<file path="config.mk">
export PLATFORM = sky130hd
export DESIGN_NAME = proc_chain_sequencer
export DESIGN_NICKNAME = d
export VERILOG_FILES = /design/src/rtl/proc_seq_pkg.sv /design/src/rtl/bx_token_fifo.sv /design/src/rtl/proc_chain_sequencer.sv
export SDC_FILE = /design/constraint.sdc
export NUM_CORES = 1
export LEC_CHECK = 0
export CAP_MARGIN = 40
export CORE_ASPECT_RATIO = 0.75
export CORE_MARGIN = 2
export CORE_UTILIZATION = 48
export DETAILED_ROUTE_END_ITERATION = 8
export GPL_TIMING_DRIVEN = 1
export PLACE_DENSITY = 0.8
export SYNTH_ARGS = -nofsm -noshare
export SYNTH_HDL_FRONTEND = slang
export SYNTH_SLANG_ARGS = --single-unit
</file>
<file path="constraint.sdc">
create_clock -name clk -period 2.1 [get_ports clk]
set_clock_uncertainty 0.1 [all_clocks]
set_input_delay 0.525 -clock clk [delete_from_list [all_inputs] [get_ports clk]]
set_output_delay 0.525 -clock clk [all_outputs]
set_load 0.01 [all_outputs]
</file>
<file path="src/rtl/proc_seq_pkg.sv">
// Shared definitions for the three-stage process-chain sequencer.
//
// Contents:
//   stage_state_e    per-stage FSM state (ST_IDLE, ST_RUN)
//   STG_A/B/C        stage indices (processA, processB, processC)
//   DEF_BX_W         default BX tag width (also the memory page select)
//   DEF_MAX_INFLIGHT default limit on BXs accepted but not yet finished
//   ptr_width()      pointer width for a circular buffer of a given depth
package proc_seq_pkg;

  typedef enum logic {
    ST_IDLE = 1'b0,
    ST_RUN  = 1'b1
  } stage_state_e;

  localparam int unsigned STG_A = 0;
  localparam int unsigned STG_B = 1;
  localparam int unsigned STG_C = 2;

  localparam int unsigned DEF_BX_W         = 2;
  localparam int unsigned DEF_MAX_INFLIGHT = 2;

  // A depth-1 buffer still needs a one-bit pointer to stay legal.
  function automatic int unsigned ptr_width(input int unsigned depth);
    return (depth > 1) ? $clog2(depth) : 1;
  endfunction

endpackage

</file>
<file path="src/rtl/bx_token_fifo.sv">
// Small circular FIFO of BX tags feeding one downstream stage.
//
// Ports:
//   clk, reset  clock and synchronous active-high reset (empties the FIFO)
//   push, din   write a tag; dropped and flagged if full and not popping
//   pop, dout   read the head tag; dout is valid whenever empty is low
//   empty, full occupancy status
//   overflow    combinational: a push was dropped this cycle
//
// A push and a pop in the same cycle are both honoured, even when full:
// the head slot is read out before it is overwritten.
module bx_token_fifo
  import proc_seq_pkg::*;
#(
  parameter int unsigned DEPTH = DEF_MAX_INFLIGHT,
  parameter int unsigned WIDTH = DEF_BX_W
) (
  input  logic             clk,
  input  logic             reset,
  input  logic             push,
  input  logic             pop,
  input  logic [WIDTH-1:0] din,
  output logic [WIDTH-1:0] dout,
  output logic             empty,
  output logic             full,
  output logic             overflow
);

  localparam int unsigned PW = ptr_width(DEPTH);
  localparam int unsigned CW = $clog2(DEPTH + 1);

  logic [WIDTH-1:0] mem_q [DEPTH];
  logic [PW-1:0]    wr_ptr_q;
  logic [PW-1:0]    rd_ptr_q;
  logic [CW-1:0]    count_q;
  logic             do_push;
  logic             do_pop;

  // Depth need not be a power of two, so wrap explicitly.
  function automatic logic [PW-1:0] ptr_inc(input logic [PW-1:0] p);
    return (p == PW'(DEPTH - 1)) ? '0 : p + PW'(1);
  endfunction

  assign empty    = (count_q == '0);
  assign full     = (count_q == CW'(DEPTH));
  assign do_pop   = pop & ~empty;
  assign do_push  = push & (~full | do_pop);
  assign overflow = push & ~do_push;
  assign dout     = mem_q[rd_ptr_q];

  always_ff @(posedge clk) begin
    if (reset) begin
      wr_ptr_q <= '0;
      rd_ptr_q <= '0;
      count_q  <= '0;
    end else begin
      if (do_push) begin
        mem_q[wr_ptr_q] <= din;
        wr_ptr_q        <= ptr_inc(wr_ptr_q);
      end
      if (do_pop) begin
        rd_ptr_q <= ptr_inc(rd_ptr_q);
      end
      if (do_push && !do_pop) begin
        count_q <= count_q + CW'(1);
      end else if (do_pop && !do_push) begin
        count_q <= count_q - CW'(1);
      end
    end
  end

endmodule

</file>
<file path="src/rtl/proc_chain_sequencer.sv">
// Sequencer for a chain of HLS stages joined by page-indexed BRAMs.
// Each BX is started on stage 0, then handed down the chain one stage at a
// time, so several BXs may occupy different stages concurrently. The number
// of BXs in flight is capped so a page is never rewritten before it is read.
//
// Ports:
//   clk, reset    clock; synchronous active-high reset (also each stage's ap_rst)
//   evt_valid     new event offered, with its BX on bx_in
//   evt_ready     event accepted when evt_valid & evt_ready
//   start_o[k]    one-cycle ap_start pulse for stage k
//   done_i[k]     ap_done from stage k (only honoured while stage k runs)
//   bx_o          BX/page for stage k at [k*BX_W +: BX_W], held for the run
//   busy_o[k]     stage k is running
//   bx_out_valid  one-cycle pulse, last stage finished bx_out
//   inflight_o    BXs accepted but not yet finished by the last stage
//   err_o         sticky protocol error (done while idle, token overflow)
module proc_chain_sequencer
  import proc_seq_pkg::*;
#(
  parameter int unsigned NSTAGE       = STG_C + 1,
  parameter int unsigned BX_W         = DEF_BX_W,
  parameter int unsigned MAX_INFLIGHT = DEF_MAX_INFLIGHT
) (
  input  logic                               clk,
  input  logic                               reset,
  input  logic                               evt_valid,
  input  logic [BX_W-1:0]                    bx_in,
  output logic                               evt_ready,
  output logic [NSTAGE-1:0]                  start_o,
  input  logic [NSTAGE-1:0]                  done_i,
  output logic [NSTAGE*BX_W-1:0]             bx_o,
  output logic [NSTAGE-1:0]                  busy_o,
  output logic                               bx_out_valid,
  output logic [BX_W-1:0]                    bx_out,
  output logic [$clog2(MAX_INFLIGHT+1)-1:0]  inflight_o,
  output logic                               err_o
);

  localparam int unsigned IW   = $clog2(MAX_INFLIGHT + 1);
  localparam int unsigned LAST = NSTAGE - 1;

  logic              accept;
  logic [NSTAGE-1:0] done_ok;
  logic [NSTAGE-1:0] done_bad;
  logic [NSTAGE-1:0] fifo_ovf;
  logic [BX_W-1:0]   stage_bx [NSTAGE];

  logic [IW-1:0]     inflight_q;
  logic              err_q;
  logic              out_valid_q;
  logic [BX_W-1:0]   out_bx_q;

  // done is only meaningful from a running stage; anything seen in reset is dropped.
  assign done_ok  = done_i & busy_o & {NSTAGE{~reset}};
  assign done_bad = done_i & ~busy_o & {NSTAGE{~reset}};

  assign evt_ready = ~busy_o[STG_A] & (inflight_q < IW'(MAX_INFLIGHT)) & ~reset;
  assign accept    = evt_valid & evt_ready;

  for (genvar k = 0; k < NSTAGE; k++) begin : g_stage
    stage_state_e    state_q;
    logic            start_q;
    logic [BX_W-1:0] bx_q;
    logic            launch;
    logic [BX_W-1:0] launch_bx;

    if (k < STG_B) begin : g_src_evt
      assign launch      = accept;
      assign launch_bx   = bx_in;
      assign fifo_ovf[k] = 1'b0;
    end else begin : g_src_fifo
      logic            free;
      logic            bypass;
      logic            push;
      logic            pop;
      logic            empty;
      logic            full;
      logic [BX_W-1:0] dout;

      // A stage finishing this cycle can take its next tag on the same edge.
      assign free   = (state_q == ST_IDLE) | done_ok[k];
      // Upstream tag goes straight to the stage when nothing is queued ahead.
      assign bypass = free & empty;
      assign push   = done_ok[k-1] & ~bypass;
      assign pop    = free & ~empty;
      assign launch = pop | (bypass & done_ok[k-1]);
      assign launch_bx = empty ? stage_bx[k-1] : dout;

      bx_token_fifo #(
        .DEPTH(MAX_INFLIGHT),
        .WIDTH(BX_W)
      ) u_fifo (
        .clk     (clk),
        .reset   (reset),
        .push    (push),
        .pop     (pop),
        .din     (stage_bx[k-1]),
        .dout    (dout),
        .empty   (empty),
        .full    (full),
        .overflow(fifo_ovf[k])
      );

      // Tokens never exceed the in-flight cap, so a lossy push means a broken invariant.
      a_no_overflow : assert property (@(posedge clk) disable iff (reset)
        !(push && full && !pop));
    end

    always_ff @(posedge clk) begin
      if (reset) begin
        state_q <= ST_IDLE;
        start_q <= 1'b0;
        bx_q    <= '0;
      end else begin
        start_q <= launch;
        if (launch) begin
          state_q <= ST_RUN;
          bx_q    <= launch_bx;
        end else if (done_ok[k]) begin
          state_q <= ST_IDLE;
        end
      end
    end

    assign start_o[k]               = start_q;
    assign busy_o[k]                = (state_q == ST_RUN);
    assign bx_o[k*BX_W +: BX_W]     = bx_q;
    assign stage_bx[k]              = bx_q;
  end

  always_ff @(posedge clk) begin
    if (reset) begin
      inflight_q  <= '0;
      err_q       <= 1'b0;
      out_valid_q <= 1'b0;
      out_bx_q    <= '0;
    end else begin
      if (accept && !done_ok[LAST]) begin
        inflight_q <= inflight_q + IW'(1);
      end else if (done_ok[LAST] && !accept) begin
        inflight_q <= inflight_q - IW'(1);
      end
      if ((|done_bad) || (|fifo_ovf)) begin
        err_q <= 1'b1;
      end
      out_valid_q <= done_ok[LAST];
      if (done_ok[LAST]) begin
        out_bx_q <= stage_bx[LAST];
      end
    end
  end

  assign inflight_o   = inflight_q;
  assign err_o        = err_q;
  assign bx_out_valid = out_valid_q;
  assign bx_out       = out_bx_q;

endmodule

</file>
==> out/metrics.yaml, run 1 <==
run_status:
  status: "complete, no violations"
clock_network:
  cts_tree: "done"
  numCtsBuffers: 5
  cts_root_buffer: "clkbuf_8"
  clock-sinks: 36
  ctsHoldBuffers: 0
  cts_htree_levels: 2
  ctsLongestPathBuffers: 2
  path_clk_slew_ps: 70
  insertion_delay_ps: 280
timing:
  setup_viol_count_final: 0
  fin_crit_ps: 2040
  hold_viol_final: 0
  fin_crit_sh_pct: 96.9
  fmax_ghz: 0.491
  slew_headroom_pct: 79.9
  worstMarginPinSlew_ps: 298
  slew_viol_final: 0
  rsz0062_at_grt: "no"
global_routing:
  globalRouteOverflowTotal: 0
  grt_start_max_net_pins: 19
  grt_util_met2_pct: 29.5
  antenna_found_initial: 0
  met1_usage_pct: 21.8
  busiest_layer: "met2"
  grt_use_met3_pct: 5.25
  grt_pass1_vias: 1352
  grt_pass1_wl_um: 5710
  grt_use_total_pct: 17.7
hold_path:
  hp-class: "reg2reg"
  whs_path_depth: 2
  whs_endpoint: "bx_out[0]$_SDFFE_PP0P_"
  hold_start: "bx_out[0]$_SDFFE_PP0P_"
placement:
  gp_congestion: 0.862
  placed_cells: 251
  hpwl_um: 2640
  io_buffers: 26
yosys:
  synthTopCellsByArea: "dfxtp_1, edfxtp_1, nor2_1"
  synth_top_cell_area_share_pct: 32.2
  ys_types: 44
  seq_area_frac_synth_pct: 46.0
  syn_nets: 186
  syn_area_sq_um: 1740
  synth_warnings: 0
  avgSynthCellArea_sq_um: 9.94
  synth_edf_count: 8
  yosysTopAreaCell: "dfxtp_1"
  async_reset_ff_share_pct: 0
  ys_ff_latch: 36
  ys.flop_type: "dfxtp_1"
  syn_inst: 175
critical_path:
  start_kind: "input port"
  r2r_start: "g_stage[1].g_src_fifo.u_fifo.count_q[1]$_SDFFE_PP0P_"
  cp.arrival_ps: 2150
  r2r-end: "g_stage[1].g_src_fifo.u_fifo.count_q[1]$_SDFFE_PP0P_"
  worst_setup_path_end_kind: "flop"
  crit_required_ps: 2220
  reg2regPathDepth: 5
  path_max_fanout: 3
  path_class: "in2reg"
  rrSetupSlack_ps: 180
pwr:
  leakagePower_nw: 0.889
  cellPowerDensity_nw_per_um2: 1120
  switching_share_pct: 34.0
  combPwrFrac_pct: 39.9
  peakVddDrop_mv: 0.614
  pwr-share-clk_pct: 17.9
  pwr-share-seq_pct: 42.2
  p_switching_w: 0.000848
  p_int_w: 0.00164
layout:
  layout-drive-gt1-share_pct: 22.4
  regArea_sq_um: 802
  fin_util_pct: 65.8
  fin_cells: 259
  layout.nets: 230
  diodes: 0
  syn2layout_area_growth_pct: 27.8
  filler_cell_count: 275
  multi_input_area_sq_um: 822
floorplanning:
  die_w_um: 73.5
  rows: 18
  core_area_sq_um: 3380
  initial_core_util_pct: 51.5
  dieArea_sq_um: 4130
  chipHeight_um: 56.1
  io_pins: 27
route:
  vias: 1351
  drtPass1Iterations: 4
  drc_errors: 0
  drt-total-wl_um: 3390
  drt_iter0_markers: 32
  wl_per_cell_um: 13.1
  postRouteAntennaNets: 0
  via_per_inst: 5.22
run:
  maxCapViolCount: 0
## registers in the layout, indices dropped and copies added, names as in the netlist, named ones only
name and cells:
err_o 1, g_stage.g_src_fifo.u_fifo.wr_ptr_q 2, bx_out_valid 1, g_stage.g_src_fifo.u_fifo.mem_q 8, g_stage.start_q 3, g_stage.g_src_fifo.u_fifo.count_q 4, g_stage.bx_q 6, g_stage.state_q 3
inflight_o 2, g_stage.g_src_fifo.u_fifo.rd_ptr_q 2, bx_out 2
## how the worst max path moves through the flow
stage	start	to	slack, ps	cells past startpoint
3_3_place_gp	reset	g_stage[1].g_src_fifo.u_fifo.count_q[1]$_SDFFE_PP0P_	-440	7
5_1_grt	done_i[2]	g_stage[2].g_src_fifo.u_fifo.count_q[1]$_SDFFE_PP0P_	10	8
2_1_floorplan	reset	g_stage[1].g_src_fifo.u_fifo.count_q[1]$_SDFFE_PP0P_	40	6
3_5_place_dp	reset	g_stage[1].g_src_fifo.u_fifo.count_q[1]$_SDFFE_PP0P_	-530	8
6_report	done_i[1]	g_stage[1].g_src_fifo.u_fifo.count_q[1]$_SDFFE_PP0P_	60	7
4_1_cts	reset	g_stage[1].g_src_fifo.u_fifo.count_q[1]$_SDFFE_PP0P_	10	7
## per-layer routing
| layer | vias to the layer above | wire, um |
|---|---|---|
| met5 | - | 0 |
| met2 | 24 | 1650 |
| met1 | 628 | 1580 |
| met3 | 3 | 148 |
| met4 | 0 | 23 |
| li1 | 696 | - |
## cell usage in the layout (no fill, tap or decap), types with 5 or more instances in the layout
cell              n
a21oi_1          10
buf_4            27
clkbuf_8          5
clkdlybuf4s50_1  22
dfxtp_1          27
edfxtp_1          8
mux2i_1           6
nand2_1          10
nor2_1           21
o21ai_0           5
xor2_1            7
## cell usage after synthesis (3+ instances only)
cell type / n
dfxtp_1: 28
nor2_1: 21
a21oi_1: 11
nand2_1: 10
edfxtp_1: 8
buf_2: 7
buf_4: 7
xor2_1: 7
mux2i_1: 6
o21ai_0: 5
a211o_1: 4
and2_1: 4
inv_1: 4
nand3_1: 4
or3_1: 4
and3b_1: 3
ha_1: 3
nor2b_1: 3
nor4b_1: 3
## repair_timing
item | 4_1_cts | 5_1_grt
gates resized for setup | 5 | 4
gates cloned | 0 | 0
endpoints found under the setup margin | 6 | 5
buffers inserted | 0 | 1
pin swaps | 0 | 1
## metrics by stage
stage	worst slack, ps	instance area [sq um]	TNS, ps	total power [W]	hold slack, ps
floorplan	43.5	1740	0	0.00167	372
global placement	-445	2140	-4430	0.00201	343
global route	11.3	2220	0	0.00266	395
CTS	14.8	2220	0	0.00251	364
finish	64.1	2220	0	0.00249	360
detailed placement	-531	2140	-5440	0.00206	356
## final cells by class
cell class / instances / area share [%]
Timing Repair Buffer: 53 / 20.4
Multi-Input combinational cell: 118 / 37.0
Clock inverter: 2 / 0.338
Clock buffer: 5 / 3.10
Sequential cell: 36 / 36.1
Tap cell: 40 / 2.25
Inverter: 5 / 0.844
## cells by family after synthesis
logic type,after synthesis,share of synthesized area [%]
XOR/XNOR,8,4.03
buffers and inverters,21,6.98
AO/OA/AOI/OAI,36,15.3
flip-flops,36,46.0
adder cells (fa/ha/maj),3,2.16
multiplexers,6,3.45
AND/OR/NAND/NOR,65,22.0
## worst max-delay path: stages
cell           delay (ps)
dlygate4sd2_1         270
nand2b_4               70
and3b_1               180
o31a_1                300
ha_1                  290
or3_1                 380
a21oi_1               150
## power groups by stage
stage | Combinational (W) | Clock, W | Sequential [W]
floorplan | 0.000669 | 0 | 0.00100
global placement | 0.000962 | 0 | 0.00105
detailed placement | 0.000998 | 0 | 0.00106
CTS | 0.00100 | 0.000459 | 0.00105
global route | 0.00110 | 0.000487 | 0.00107
finish | 0.000995 | 0.000447 | 0.00105
(Power assumes the default switching activity.)
==> inputs of run 2 (changes only) <==
Settings changed: CORE_UTILIZATION 48 to 47, PLACE_DENSITY 0.8 to 0.79, SYNTH_HIERARCHICAL set to 1.
==> run 2 against run 1 <==
Via count shrank 5.1%; global-route usage grew 0.46 points; fmax shrank 1.7%; highest routed layer unchanged; sequential power shrank 29%; area after synthesis shrank 3.7%; combinational power shrank 84%; critical path depth grew 3; critical endpoint is now g_stage[1].g_src_fifo.u_fifo/count_q[1]$_SDFFE_PP0P_; final cell count shrank 3.1%; clock power grew 9.6%; worst hold slack gained 1.8 ps; count of clock-buffer cells in the layout grew 3; sequential cell count is the same.
==> out/metrics.yaml, run 2 <==
placement:
  pre_cts_slack_ps: -684  # -153 ps
  gp_congestion: 0.768  # -11%
  placed_cells: 241  # -4.0%
  io_buffers: 26  # unchanged
  hpwl_um: 2490  # -5.7%
  placed_area_sq_um: 2130  # -0.70%
layout:
  fin_util_pct: 67.4  # +1.6 points
  finalInstanceArea_sq_um: 2260  # +1.8%
  layout.nets: 221  # -3.9%
  top_register: "g_stage.g_src_fifo.u_fifo/mem_q"
  largest_reg_flops: 8  # unchanged
  layout-drive-gt1-share_pct: 32.7  # +10 points
  syn2layout_area_growth_pct: 35.1
  filler_cell_count: 237  # -14%
  diodes: 0  # unchanged
  fin_cells: 251  # -3.1%
  reg.largest.list: "g_stage.g_src_fifo.u_fifo/mem_q x8, g_stage.bx_q x6, g_stage.g_src_fifo.u_fifo/count_q x4"
  final_cell_mix: "dfxtp_1, buf_4, clkdlybuf4s50_1"
  layout_commonest_cell: "dfxtp_1"
route:
  highest_layer: "met4"
  drt_iter0_markers: 57  # +78%
  via_per_inst: 5.11  # -2.1%
  wl_met2_um: 1620  # -1.5%
  met3_length_um: 159  # +7.4%
  drtPass1Iterations: 4  # unchanged
  wl_per_cell_um: 13.5  # +2.6%
  drc_errors: 0  # unchanged
  postRouteAntennaNets: 0  # unchanged
  wl_met1_um: 1580  # +0.13%
  vias: 1282  # -5.1%
  drt-total-wl_um: 3380  # -0.53%
pwr:
  switching_share_pct: 22.5  # -12 points
  p_int_w: 0.00108  # -34%
  pwr-share-seq_pct: 53.4  # +11 points
  peakVddDrop_mv: 0.422  # -31%
  pwr-share-clk_pct: 35.0  # +17 points
  leakagePower_nw: 0.925  # +4.2%
  cellPowerDensity_nw_per_um2: 617  # -45%
  p_switching_w: 0.000314  # -63%
  combPwrFrac_pct: 11.6  # -28 points
timing:
  setup_viol_count_final: 0  # unchanged
  worstMarginPinSlew_ps: 512  # +214 ps
  fmax_ghz: 0.483  # -1.7%
  layout_setup_ws_ps: 29.7  # -34.4 ps
  fin_crit_sh_pct: 98.6  # +1.6 points
  fin_crit_ps: 2070  # +34.4 ps
  hold_viol_final: 0  # unchanged
  slew_headroom_pct: 65.5  # -14 points
  timing.hold.ws_ps: 362  # +1.85 ps
  slew_viol_final: 0  # unchanged
clock_network:
  insertion_delay_ps: 280  # about the same
  clock-sinks: 36  # unchanged
  cts_tree: "done"
  ctsHoldBuffers: 0  # unchanged
  path_clk_slew_ps: 60  # about the same
  cts_root_buffer: "clkbuf_8"
  numCtsBuffers: 5  # unchanged
  cts_htree_levels: 2  # unchanged
  ctsLongestPathBuffers: 2  # unchanged
global_routing:
  antenna_found_initial: 0  # unchanged
  grt_pass1_vias: 1249  # -7.6%
  globalRouteOverflowTotal: 0  # unchanged
  grt_start_max_net_pins: 24  # +5
  grt_pass1_wl_um: 5690  # -0.25%
  grt_use_total_pct: 18.2  # +0.46 points
yosys:
  syn_inst: 164  # -6.3%
  syn_nets: 175  # -5.9%
  avgSynthCellArea_sq_um: 10.2  # +2.8%
  synth_warnings: 6  # +6
  syn_area_sq_um: 1680  # -3.7%
floorplanning:
  dieArea_sq_um: 4060  # -1.5%
  rows: 18  # unchanged
  io_pins: 27  # unchanged
  core_area_sq_um: 3360  # -0.67%
  chipHeight_um: 55.7  # -0.76%
  initial_core_util_pct: 49.9  # -1.6 points
  die_w_um: 72.9  # -0.77%
critical_path:
  crit_required_ps: 2220  # about the same
  worst_setup_path_end_kind: "flop"
  path_class: "in2reg"
  path_max_fanout: 3  # unchanged
  start_kind: "input port"
  cp.arrival_ps: 2190  # +40 ps
run_status:
  status: "complete, no violations"
hold_path:
  hp-class: "reg2reg"
run:
  maxCapViolCount: 0  # unchanged
## run 2: routing by layer
metal	global-route usage, %	up-vias
li1	-	650
met1	23.2	600
met2	29.5	30
met3	5.98	2
met4	4.76	0
met5	0	-
## run 2: path summary, 6_finish.rpt
kind	start	endpoint	slack [ps]	depth (start not counted)
setup / recovery	done_i[1]	g_stage[1].g_src_fifo.u_fifo/count_q[1]$_SDFFE_PP0P_	30	10
hold / removal	bx_out[0]$_SDFFE_PP0P_	bx_out[0]$_SDFFE_PP0P_	360	2
setup reg to reg	g_stage[1].g_src_fifo.u_fifo/count_q[1]$_SDFFE_PP0P_	g_stage[1].g_src_fifo.u_fifo/count_q[1]$_SDFFE_PP0P_	70	9
hold reg to reg	bx_out[0]$_SDFFE_PP0P_	bx_out[0]$_SDFFE_PP0P_	360	2
## run 2: critical path, stage by stage
cell and delay (ps):
clkdlybuf4s15_2 220, nand2b_4 80, a21oi_1 70, or3b_4 380
nand2_2 80, inv_2 50, ha_4 150, xor2_1 150
or3_1 340, a21oi_2 150
## run 2: cell type report
type                            count  area [sq um]  area share, %
Sequential cell                    36           803           35.5
Tap cell                           40          50.0           2.21
Inverter                           12          45.0           1.99
Clock buffer                        8          90.1           3.98
Multi-Input combinational cell    103           813           35.9
Timing Repair Buffer               52           462           20.4
## run 2: repair_timing
item	CTS	global route
gates resized for setup	16	9
buffers inserted	1	1
hold endpoints to repair	0	0
endpoints found under the setup margin	17	3
pin swaps	5	3
## run 2: power by group through the flow
stage	clock network (W)	logic, W	registers (W)
finish	0.000490	0.000162	0.000745
floorplan	0	0.0000866	0.000756
CTS	0.000507	0.000162	0.000745
global placement	0	0.000157	0.000759
detailed placement	0	0.000162	0.000761
global route	0.000537	0.000176	0.000748
## run 2: stage by stage
stage | TNS, ps | total power, W
6_report | 0 | 0.00140
5_1_grt | -23.5 | 0.00146
4_1_cts | 0 | 0.00141
3_5_place_dp | -8780 | 0.000923
3_3_place_gp | -7840 | 0.000915
2_1_floorplan | -8.88 | 0.000843
==> inputs of run 3 (changes only) <==
Settings changed: CORE_UTILIZATION 47 to 49, CTS_BUF_LIST set to sky130_fd_sc_hd__clkbuf_8, PLACE_DENSITY 0.79 to 0.82.
==> run 3 against run 2 <==
Cell area grew 2.4%; sequential power is essentially flat; first-iteration DRC count rose by 23%; wire length up 13%; utilization up 3.0 points; total power grew 10%; fmax up 1.9%.
==> out/metrics.yaml, run 3 (synthesis gave the netlist of run 2 again) <==
run_status:
  status: "complete, no violations"
timing:
  hold_viol_final: 0  # unchanged
  setup_viol_count_final: 0  # unchanged
  slew_viol_final: 0  # unchanged
  finalSetupTns_ps: 0  # unchanged
  layout_setup_ws_ps: 67.9  # +38.2 ps
  slew_headroom_pct: 68.6  # +3.1 points
  fin_crit_ps: 2030  # -38.2 ps
  fin_crit_sh_pct: 96.8  # -1.8 points
  worstMarginPinSlew_ps: 466  # -46.0 ps
  rsz0062_at_grt: "no"
  fmax_ghz: 0.492  # +1.9%
clock_network:
  insertion_delay_ps: 290  # about the same
  path_clk_slew_ps: 70  # about the same
  ctsLongestPathBuffers: 2  # unchanged
  numCtsBuffers: 5  # unchanged
  clock-sinks: 36  # unchanged
  cts_tree: "done"
  cts_htree_levels: 2  # unchanged
  cts_root_buffer: "clkbuf_8"
  ctsHoldBuffers: 0  # unchanged
global_routing:
  grt_pass1_vias: 1319  # +5.6%
  antenna_found_initial: 0  # unchanged
  globalRouteOverflowTotal: 0  # unchanged
  grt_use_total_pct: 20.7  # +2.6 points
  grt_pass1_wl_um: 6070  # +6.7%
  grt_start_max_net_pins: 15  # -38%
critical_path:
  slowest_stage: "clkdlybuf4s50_1"
  critPathLaunch: "done_i[0]"
  crit_required_ps: 2210  # about the same
  rrSetupSlack_ps: 80  # about the same
  crit_family: "simple AND/OR/NAND/NOR gates"
  path_max_fanout: 4  # +1
  start_kind: "input port"
  path_cells: "clkdlybuf4s50_1, nand3b_4, nor2_4, nand2_4, inv_2, ha_4, or3_4, a21oi_2"
  crit_path_max_incr_delay_ps: 530  # +150 ps
  cp.arrival_ps: 2140  # -50 ps
  r2r_start: "g_stage[1].g_src_fifo.u_fifo/count_q[1]$_SDFFE_PP0P_"
  worst_setup_path_end_kind: "flop"
  path_buf_inv: 2  # unchanged
  path_class: "in2reg"
hold_path:
  hold_start: "bx_out[0]$_SDFFE_PP0P_"
  hp-class: "reg2reg"
layout:
  filler_cell_count: 214  # -9.7%
  final_cell_mix: "buf_4, dfxtp_1, clkdlybuf4s50_1"
  reg.largest.list: "g_stage.g_src_fifo.u_fifo/mem_q x8, g_stage.bx_q x6, g_stage.g_src_fifo.u_fifo/count_q x4"
  top_register: "g_stage.g_src_fifo.u_fifo/mem_q"
  syn2layout_area_growth_pct: 38.3
  layout-drive-gt1-share_pct: 36.0  # +3.3 points
  largest_reg_flops: 8  # unchanged
  fin_util_pct: 70.5  # +3.0 points
  layout_commonest_cell: "buf_4"
  diodes: 0  # unchanged
  finalInstanceArea_sq_um: 2320  # +2.4%
  layout.nets: 224  # +1.4%
placement:
  hpwl_um: 2580  # +3.9%
  pre_cts_slack_ps: -697  # -12.5 ps
  placed_area_sq_um: 2140  # +0.71%
  io_buffers: 26  # unchanged
  gp_congestion: 0.747  # -2.7%
pwr:
  leakagePower_nw: 0.946  # +2.2%
  pwr-share-seq_pct: 48.4  # -5.0 points
  pwr-share-clk_pct: 40.8  # +5.8 points
  cellPowerDensity_nw_per_um2: 666  # +7.8%
  peakVddDrop_mv: 0.687  # +63%
  p_int_w: 0.00120  # +11%
  fin_total_pwr_w: 0.00154  # +10%
  combPwrFrac_pct: 10.8  # -0.8 points
  switching_share_pct: 22.4  # -0.15 points
  p_switching_w: 0.000345  # +9.7%
floorplanning:
  dieArea_sq_um: 3910  # -3.8%
  rows: 18  # unchanged
  io_pins: 27  # unchanged
  initial_core_util_pct: 51.0  # +1.0 points
  core_area_sq_um: 3290  # -2.0%
  die_w_um: 71.5  # -1.9%
  chipHeight_um: 54.6  # -1.9%
route:
  drtPass1Iterations: 4  # unchanged
  via_per_inst: 5.31  # +3.9%
  drt_iter0_markers: 70  # +23%
  postRouteAntennaNets: 0  # unchanged
  wl_per_cell_um: 15.0  # +12%
  drc_errors: 0  # unchanged
  vias: 1348  # +5.1%
  drt-total-wl_um: 3820  # +13%
run:
  maxCapViolCount: 0  # unchanged
## run 3: cell types whose count changed in the layout (fill, tap and decap cells not counted), sizes merged
cell / before / now
clkdlybuf4s50: 21 / 22
clkinv: 0 / 1
buf: 27 / 32
clkbuf: 8 / 6
bufinv: 0 / 1
clkdlybuf4s15: 2 / 0
dlymetal6s2s: 1 / 0
## run 3: worst paths after layout
kind | endpoint | depth (start not counted)
max | g_stage[1].g_src_fifo.u_fifo/count_q[1]$_SDFFE_PP0P_ | 8
min | bx_out[0]$_SDFFE_PP0P_ | 2
max reg2reg | g_stage[1].g_src_fifo.u_fifo/count_q[1]$_SDFFE_PP0P_ | 9
min reg2reg | bx_out[0]$_SDFFE_PP0P_ | 2
## run 3: layout make-up
class                           instances  area [sq um]  share of cell area [%]
Sequential cell                        36           805                    34.7
Tap cell                               40          50.0                    2.16
Multi-Input combinational cell        103           837                    36.1
Clock buffer                            6          82.6                    3.56
Inverter                               12          45.0                    1.94
Timing Repair Buffer                   55           464                    20.0
Clock inverter                          2          33.8                    1.46
## run 3: per-stage QoR
| stage | std cells | hold WS (ps) |
|---|---|---|
| floorplan | 164 | 372 |
| finish | 254 | 365 |
| detailed placement | 243 | 361 |
| global route | 254 | 389 |
| global placement | 243 | 343 |
| CTS | 254 | 370 |
## run 3: power groups by stage
stage          sequential (W)  clock [W]  combinational (W)
2_1_floorplan        0.000756          0          0.0000866
3_3_place_gp         0.000759          0           0.000158
3_5_place_dp         0.000761          0           0.000163
4_1_cts              0.000746   0.000637           0.000163
5_1_grt              0.000749   0.000668           0.000181
6_report             0.000746   0.000630           0.000166
## run 3: repair_timing
action	in CTS	in global routing
gates resized for setup	21	10
pin swaps	5	4
setup endpoints to repair	17	6
buffers inserted	3	0
## run 3: layer usage
metal	wire [um]	vias to the layer above	track usage, %
li1	-	660	-
met1	1720	649	24.0
met2	1910	33	37.7
met3	165	6	6.45
met4	29	0	6.29
met5	0	-	0
## run 3: worst min-delay path: stages (launching register included)
cell and delay [ps]:
dfxtp_1 310, nand2_1 50, a21oi_1 50
